**src/rtl/dispatch_pkg.sv**
```systemverilog
// Shared types for the dispatch stage: branch-wait FSM states and issue-channel indices.
package dispatch_pkg;

    typedef enum logic {
        IDLE    = 1'b0,
        WAIT_BR = 1'b1
    } br_state_t;

    localparam int CH_INT  = 0;
    localparam int CH_LDST = 1;
    localparam int CH_MUL  = 2;
    localparam int CH_DIV  = 3;

endpackage

```
**src/rtl/dispatch_unit_param_tag_free_list.sv**
```systemverilog
// Circular free list of rename tags; comes out of reset holding every tag in ascending order.
module tag_free_list #(
    parameter int TAG_WIDTH = 6
) (
    input  logic                 clk,
    input  logic                 reset,
    input  logic                 pop,
    input  logic                 push,
    input  logic [TAG_WIDTH-1:0] push_tag,
    output logic [TAG_WIDTH-1:0] head_tag,
    output logic                 empty,
    output logic                 full
);

    localparam int DEPTH = 2 ** TAG_WIDTH;
    localparam logic [TAG_WIDTH:0] DEPTH_CNT = (TAG_WIDTH + 1)'(DEPTH);

    logic [TAG_WIDTH-1:0] mem [DEPTH];
    logic [TAG_WIDTH-1:0] head;
    logic [TAG_WIDTH-1:0] tail;
    logic [TAG_WIDTH:0]   count;
    logic                 pop_ok;

    assign pop_ok   = pop & ~empty;
    assign head_tag = mem[head];
    assign empty    = (count == '0);
    assign full     = (count == DEPTH_CNT);

    // Pointers are exactly TAG_WIDTH bits wide, so they wrap modulo DEPTH on their own.
    always_ff @(posedge clk) begin
        if (reset) begin
            for (int i = 0; i < DEPTH; i++) begin
                mem[i] <= TAG_WIDTH'(i);
            end
            head  <= '0;
            tail  <= '0;
            count <= DEPTH_CNT;
        end else begin
            if (pop_ok) begin
                head <= head + 1'b1;
            end
            if (push) begin
                mem[tail] <= push_tag;
                tail      <= tail + 1'b1;
            end
            case ({push, pop_ok})
                2'b10:   count <= count + 1'b1;
                2'b01:   count <= count - 1'b1;
                default: count <= count;
            endcase
        end
    end

endmodule

```
**src/rtl/dispatch_unit_param.sv**
```systemverilog
// Tomasulo dispatch: tag allocation, register renaming and one-hot issue with branch stall.
// Optional macro DISPATCH_CDB_BYPASS_EN forwards same-cycle CDB data into pending operands.
module dispatch_unit_param
    import dispatch_pkg::*;
#(
    parameter int DATA_WIDTH     = 32,
    parameter int TAG_WIDTH      = 6,
    parameter int REG_ADDR_WIDTH = 5,
    parameter int NUM_CH         = 4
) (
    input  logic                        clk,
    input  logic                        reset,
    input  logic                        inst_valid,
    output logic                        inst_ready,
    input  logic [REG_ADDR_WIDTH-1:0]   inst_rd,
    input  logic [REG_ADDR_WIDTH-1:0]   inst_rs1,
    input  logic [REG_ADDR_WIDTH-1:0]   inst_rs2,
    input  logic                        inst_reg_write,
    input  logic [NUM_CH-1:0]           inst_ch,
    input  logic                        inst_branch,
    input  logic [DATA_WIDTH-1:0]       rf_rs1_data,
    input  logic [DATA_WIDTH-1:0]       rf_rs2_data,
    input  logic [NUM_CH-1:0]           issueque_full,
    input  logic                        cdb_valid,
    input  logic [TAG_WIDTH-1:0]        cdb_tag,
    input  logic [DATA_WIDTH-1:0]       cdb_data,
    input  logic                        cdb_branch,
    output logic [NUM_CH-1:0]           dispatch_en,
    output logic [TAG_WIDTH-1:0]        dispatch_rd_tag,
    output logic [TAG_WIDTH-1:0]        dispatch_rs1_tag,
    output logic [TAG_WIDTH-1:0]        dispatch_rs2_tag,
    output logic                        dispatch_rs1_valid,
    output logic                        dispatch_rs2_valid,
    output logic [DATA_WIDTH-1:0]       dispatch_rs1_data,
    output logic [DATA_WIDTH-1:0]       dispatch_rs2_data,
    output logic [2**REG_ADDR_WIDTH-1:0] rf_write_en
);

    localparam int NREG = 2 ** REG_ADDR_WIDTH;

    br_state_t            state, state_nxt;
    logic                 busy    [NREG];
    logic [TAG_WIDTH-1:0] rst_tag [NREG];
    logic                 free_empty;
    logic                 free_full;
    logic [TAG_WIDTH-1:0] head_tag;
    logic                 accept;
    logic                 alloc;

    assign inst_ready = (state == IDLE) & ~|(inst_ch & issueque_full)
                      & ~(inst_reg_write & free_empty);
    assign accept     = inst_valid & inst_ready;
    // x0 writes are accepted but never consume a tag or mark the RST.
    assign alloc      = accept & inst_reg_write & (inst_rd != '0);

    assign dispatch_en     = accept ? inst_ch : '0;
    assign dispatch_rd_tag = head_tag;

    tag_free_list #(
        .TAG_WIDTH (TAG_WIDTH)
    ) u_free_list (
        .clk      (clk),
        .reset    (reset),
        .pop      (alloc),
        .push     (cdb_valid),
        .push_tag (cdb_tag),
        .head_tag (head_tag),
        .empty    (free_empty),
        .full     (free_full)
    );

    always_comb begin
        rf_write_en = '0;
        for (int i = 0; i < NREG; i++) begin
            rf_write_en[i] = cdb_valid & busy[i] & (rst_tag[i] == cdb_tag);
        end
    end

    // Sources see the RST before this instruction's own rd update.
    always_comb begin
        dispatch_rs1_tag   = rst_tag[inst_rs1];
        dispatch_rs1_valid = busy[inst_rs1];
        dispatch_rs1_data  = rf_rs1_data;
        dispatch_rs2_tag   = rst_tag[inst_rs2];
        dispatch_rs2_valid = busy[inst_rs2];
        dispatch_rs2_data  = rf_rs2_data;
`ifdef DISPATCH_CDB_BYPASS_EN
        if (busy[inst_rs1] && cdb_valid && (rst_tag[inst_rs1] == cdb_tag)) begin
            dispatch_rs1_valid = 1'b0;
            dispatch_rs1_data  = cdb_data;
        end
        if (busy[inst_rs2] && cdb_valid && (rst_tag[inst_rs2] == cdb_tag)) begin
            dispatch_rs2_valid = 1'b0;
            dispatch_rs2_data  = cdb_data;
        end
`endif
    end

    // A dispatch to the same register overrides a CDB clear in the same cycle.
    always_ff @(posedge clk) begin
        if (reset) begin
            for (int i = 0; i < NREG; i++) begin
                busy[i] <= 1'b0;
            end
        end else begin
            for (int i = 0; i < NREG; i++) begin
                if (rf_write_en[i]) begin
                    busy[i] <= 1'b0;
                end
            end
            if (alloc) begin
                busy[inst_rd] <= 1'b1;
            end
        end
    end

    always_ff @(posedge clk) begin
        if (alloc) begin
            rst_tag[inst_rd] <= head_tag;
        end
    end

    always_ff @(posedge clk) begin
        if (reset) begin
            state <= IDLE;
        end else begin
            state <= state_nxt;
        end
    end

    always_comb begin
        state_nxt = state;
        case (state)
            IDLE:    if (accept && inst_branch) state_nxt = WAIT_BR;
            WAIT_BR: if (cdb_branch)            state_nxt = IDLE;
            default: state_nxt = IDLE;
        endcase
    end

    // Every outstanding tag returns exactly once, so a push into a full list means a lost tag.
    always_ff @(posedge clk) begin
        if (!reset) begin
            assert (!(cdb_valid && free_full));
        end
    end

endmodule

```
**config.mk**
```make
export PLATFORM = sky130hd
export DESIGN_NAME = dispatch_unit_param
export DESIGN_NICKNAME = d
export VERILOG_FILES = /design/src/rtl/dispatch_pkg.sv /design/src/rtl/dispatch_unit_param_tag_free_list.sv /design/src/rtl/dispatch_unit_param.sv
export SDC_FILE = /design/constraint.sdc
export NUM_CORES = 1
export LEC_CHECK = 0
export CAP_MARGIN = 10
export CORE_MARGIN = 5
export CORE_UTILIZATION = 60
export CTS_CLUSTER_SIZE = 8
export DETAILED_ROUTE_END_ITERATION = 8
export PLACE_DENSITY_LB_ADDON = 0.12
export REMOVE_ABC_BUFFERS = 1
export SLEW_MARGIN = 20
export SYNTH_ARGS = -nofsm -noshare
export SYNTH_HDL_FRONTEND = slang
export SYNTH_HIERARCHICAL = 1
export SYNTH_SLANG_ARGS = --single-unit
```
**constraint.sdc**
```tcl
create_clock -name clk -period 8.46 [get_ports clk]
set_clock_uncertainty 0.15 [all_clocks]
set_input_delay 0.846 -clock clk [delete_from_list [all_inputs] [get_ports clk]]
set_output_delay 0.846 -clock clk [all_outputs]
set_load 0.02 [all_outputs]
```
======== Word level (Yosys, flattened, before mapping) ========
Memory sizes are Yosys's and may differ from the RTL's. A register that Yosys moved wholly into a read port is not among the register bits.
Cells that the tools add are included.
storage, ports and cells
  register bits after elaboration ......... 20
  RAM bits ................................ 608
  output and inout port bits .............. 121
  input bits .............................. 132
  logic and storage cells ................. 306
  memories ................................ 3
operators by class
  reductions and logical operators ........ 7
  bitwise logic cells ..................... 107
  mux-type cells .......................... 147
  equality and inequality tests ........... 34
  add/subtract/negate cells ............... 4
memory list
  memory           depth  width  read ports  clocked after Yosys merged registers in  wr ports  line                                     text
  u_free_list.mem  64     6      1           1                                        64        dispatch_unit_param_tag_free_list.sv:18  logic [TAG_WIDTH-1:0] mem [DEPTH];
  rst_tag          32     6      34          0                                        1         dispatch_unit_param.sv:43                logic [TAG_WIDTH-1:0] rst_tag [NREG];
  busy             32     1      34          0                                        33        dispatch_unit_param.sv:42                logic busy [NREG];
operators with widths
  cell                                                                   count
  6-bit equality test                                                    32
  1-bit two-way mux                                                      140
  1-bit AND                                                              71
  1-bit bitwise OR                                                       32
  6-bit two-way mux                                                      4
  7-bit case mux with 2 select lines                                     1
  6-bit by 1-bit adder with 6-bit output, second input constant          2
  7-bit by 1-bit adder with 7-bit output, second input constant          1
  7-bit zero test                                                        1
  7-bit by 1-bit subtractor with 7-bit output, second input constant     1
  6-bit OR reduction                                                     1
  5-bit nonzero test                                                     1
  4-bit AND                                                              1
  4-bit two-way mux                                                      1
  4-bit OR reduction                                                     1
  1-bit NOT                                                              3
  2-bit by 1-bit equality test with 1-bit output, second input constant  1
  2-bit equality test, second input constant                             1
  1-bit case mux with 2 select lines                                     1
  2-bit nonzero test                                                     1
  1-bit logical AND                                                      1
  1-bit zero test                                                        1

======== Logic depth before layout (Yosys ltp) ========
  word-level depth ........................ 11
  mapped depth ............................ 18
  gate-level depth less buffers ........... 14

======== Modules after synthesis ========
Netlist, hierarchy kept.
by module, submodules not included
  module               instances  area an instance (um^2)  cells an instance  sequential area each (um^2)
  tag_free_list        1          19367.3                  1439               12031.5
  dispatch_unit_param  1          13734.4                  986                6426.2

======== Least setup slack after synthesis ========
OpenSTA, ideal clock, no wires.
  kind .................................... in2reg
  start point ............................. input inst_ch[2]
  end point ............................... register u_free_list.count[4]
  path buffers ............................ 3
  arrival time ............................ 4.065 ns
  setup slack ............................. 4.124 ns
  stages .................................. 14
  data required time ...................... 8.189 ns
  setup time .............................. 0.121 ns
  cells stage by stage .................... a22o_1 -> nor4_2 -> clkbuf_1 -> a21boi_1 -> o41a_1 -> buf_2 -> ha_1 -> buf_1 -> xor2_1 -> ha_1 -> a21oi_1 -> a32oi_1 -> a21oi_1 -> mux2_2
on the way
  word-level cells in the longest chain between the ends .. 11
  elaborated cells between the ends (all ways) .. 13
  classes of those cells .................. 2 x eq/ne; 1 x mux; 7 x bitwise; 3 x reduce/logical
RTL lines
  item                                                                                          line                                     text
  start: declaration                                                                            dispatch_unit_param.sv:19                input logic [NUM_CH-1:0] inst_ch,
  4-bit AND *                                                                                   dispatch_unit_param.sv:50                assign inst_ready = (state == IDLE) & ~|(inst_ch & issueque_full)
  4-bit OR reduction *                                                                          dispatch_unit_param.sv:50
  1-bit zero test *                                                                             dispatch_unit_param.sv:50
  1-bit AND *                                                                                   dispatch_unit_param.sv:50
  1-bit AND *                                                                                   dispatch_unit_param.sv:51                & ~(inst_reg_write & free_empty);
  1-bit AND *                                                                                   dispatch_unit_param.sv:52                assign accept = inst_valid & inst_ready;
  1-bit AND * (2 in a row)                                                                      dispatch_unit_param.sv:54                assign alloc = accept & inst_reg_write & (inst_rd != '0);
  named net alloc                                                                               dispatch_unit_param.sv:48                logic alloc;
  1-bit AND *                                                                                   dispatch_unit_param_tag_free_list.sv:24  assign pop_ok = pop & ~empty;
  2-bit by 1-bit equality test with 1-bit output / 2-bit equality test (equally long branches)  dispatch_unit_param_tag_free_list.sv:46  case ({push, pop_ok})
  7-bit case mux with 2 select lines / 2-bit nonzero test (equally long branches)               --
  end signal: assignment                                                                        dispatch_unit_param_tag_free_list.sv:47  2'b10: count <= count + 1'b1;
  end signal: assignment                                                                        dispatch_unit_param_tag_free_list.sv:48  2'b01: count <= count - 1'b1;
  end signal: assignment                                                                        dispatch_unit_param_tag_free_list.sv:49  default: count <= count;
  end: declaration                                                                              dispatch_unit_param_tag_free_list.sv:21  logic [TAG_WIDTH:0] count;
The timed path passes the listed nets; every way through them passes the cells marked *.
A chain may end at the register's enable or synchronous reset.

==> run summary <==
The area of all sequential standard cells is 18470 um^2. In the final layout, the share of cells above drive strength 1 is 0.1909. The antenna violation net count after detailed routing came out at 0. Setup violations remaining at the end of the flow were counted as 0.

Of the available clock period, the critical path in the final layout requires 0.6577. Clock tree synthesis inserted a total of between 80 and 90 buffers. The number of fill cells is between 3000 and 4000.

The endpoint class of the critical path is an output pin. During placement, the flow inserted port buffers numbering 92. The worst setup path is of the reg2out kind. The top achievable clock speed came out at around 0.18 GHz.

In this run the power spent charging and discharging nets is 1.630 mW. The share of total power dissipated in the clock network is 0.442. The portion of total power attributed to combinational logic is 0.074. The number of nets in the layout came out at approximately 2500. The required time of the critical path came out at ~7.5 ns. For this design the static power due to leakage is around 12 nW.

The number of instances on the worst hold path came out at 2. The maximum fanout along the worst path is 55. The worst hold-check slack is between 0.3 and 0.4 ns. The power density over cell area is 201.2 nW/um^2. approximately 250 I/O pins were placed. The total setup buffers inserted after CTS came out at 0. The routability congestion estimate from global placement is roughly 0.92. The die covers between 50000 and 60000 um^2. Setup total negative slack on the finished layout was measured at 0 ns. The count of final hold-check violations came to 0. The number of resized instances in the post-cts repair step came out at 0. The global routing usage summed across all routing layers came out at 0.3055. The total chip power came out at about 7.3 mW. The clock passes through at most 3 buffers. The largest net degree at the start of global routing is 74. Once detailed placement completed, the half-perimeter wirelength came to between 60 and 70 mm. The worst hold path belongs to the class reg2reg. The clock latency on the worst-skew pair is ~0.62 ns. The final route contains ~21000 vias.

The number of sinks driven by the clock tree is ~630. Setup repair after global routing left no endpoint under its margin. The relative slew slack came out at 0.2188. The core box area came out at approximately 55000 um^2. STA puts the critical path data arrival time at 4.57 ns.

The synthesis-to-finish area growth is 9.698%. Summing every instance area after synthesis gives around 33000 um^2. The highest ir drop seen on vdd came out at around 160 uV. The number of hold buffers added after CTS was 0. The floorplan has 86 rows. The initial cell density of the core came out at 0.6030.

At the pin with the least slew margin, the transition time is between 1 and 1.5 ns. The starting DRC count in detailed routing came out at between 2000 and 2500. The number of pins exceeding their max-slew limit in the final report is 0.

The horizontal extent of the die came out at around 240 um. In this run the number of H-tree levels came out at 3. The flow ran to the end, and the final reports show no timing, DRC or antenna violations. The total DRC errors in the routed layout is 0. The area used by multi-input combinational logic is around 13000 um^2. The number of synthesis warnings is 6. The worst path in the final design needs a cycle of between 5 and 6 ns, including I/O delays and setup. The gate count of the mapped netlist came out at 2424. The number of global-route vias before repair came out at approximately 21000. The initial antenna violation count came to 1. Dividing the detail-routed wire length by the instance count gives 29.40 um. Of the total power, the share spent switching nets is 0.2232. The post-detailed-route via-to-cell ratio is 6.717.

The number of cells on the worst reg-to-reg path is 14. The root buffer cell is clkbuf_16. TritonCTS built the clock tree. The share of total power dissipated in sequential elements is 0.484. The floorplan step set the die height to 244.9 um. The average size of a mapped cell is 13.65 um^2. Clock-pin slew was measured on the worst setup and hold paths at ~0.050 ns.

The count of max-cap constraint violations is 0. The wire length of the first global-routing pass is between 100 and 150 mm. The number of detailed-routing iterations run before antenna repair came out at 5. The overall overflow remaining after global route is 0. STA classifies the critical path startpoint as a register. The total wire length is 92.01 mm. The internal portion of the total power is approximately 5.7 mW.
==> path summary, 6_finish.rpt <==
| path | start | to | slack (ns) |
|---|---|---|---|
| worst max-delay path | register | dispatch_rd_tag[4] | 2.90 |
| worst min-delay path | state | state | 0.34 |
| worst max register to register | u_free_list/count[2] | u_free_list/count[4] | 3.90 |
| worst min register to register | state | state | 0.34 |
==> final cells by class <==
| type | instances | share of cell area |
|---|---|---|
| clock inverter | 3 | 0.0008961 |
| clock buffer | 133 | 0.06766 |
| timing repair buffer | 128 | 0.03178 |
| sequential | 634 | 0.5088 |
| antenna | 1 | 0.00006893 |
| multi-input combinational | 1492 | 0.3630 |
| tap | 704 | 0.02426 |
| inverter | 35 | 0.003619 |
==> sequential cells by signal, summed over array words and instances (netlist names), named ones only <==
register	count
u_free_list/mem	384
rst_tag	192
u_free_list/count	7
u_free_list/tail	6
u_free_list/head	6
busy	32
state	1
==> critical path: stages, from the launching register on <==
cell and delay, ns:
dfxtp_4 0.72, buf_4 0.78, nand2b_1 0.39, a211oi_1 0.11, nor4_1 0.51, a21oi_1 0.13
nand3_1 0.12, buf_4 0.42, clkdlybuf4s50_1 0.70
==> layer usage <==
layer  GRT usage  vias up  routed length, um
met5     0.03350        -                234
met4      0.1399        8               4779
met3     0.08852      251               9509
met2      0.4794     1286              43370
met1      0.3971    10540              34120
li1            -     8940                  -
==> power by group through the flow <==
stage          registers, mW  clock network (mW)  logic [mW]
6_report                3.54                3.23       0.542
5_1_grt                 3.54                3.41       0.570
4_1_cts                 3.54                3.27       0.539
3_5_place_dp            3.60                   0       0.536
3_3_place_gp            3.59                   0       0.529
2_1_floorplan           3.59                   0       0.272
==> layout by cell type, fill, tap and decap left out, drive strengths merged, types with 30 or more instances in the layout <==
cell and instances:
mux2 30, inv 36, clkdlybuf4s50 80, a21oi 47, or2 65, clkbuf 133, xor2 137, nor2 101
and2 193, nand2 128, or3 163, nand3 50, mux4 221, nor3 51, o31ai 32, buf 48
dfxtp 58, edfxtp 576, xnor2 69, or4 32
==> per-stage QoR <==
stage                     setup WS [ns]  area, um^2    util  cells
after floorplan                   2.947       31740       -   2161
after global placement            3.501       33810  0.6161   2993
after detailed placement          3.432       33810  0.6161   2993
after CTS                         2.833       36300  0.6615   3129
after global routing              2.539       36300  0.6615   3129
final                             2.896       36300  0.6615   3130
Power figures use the tool's default switching activity.
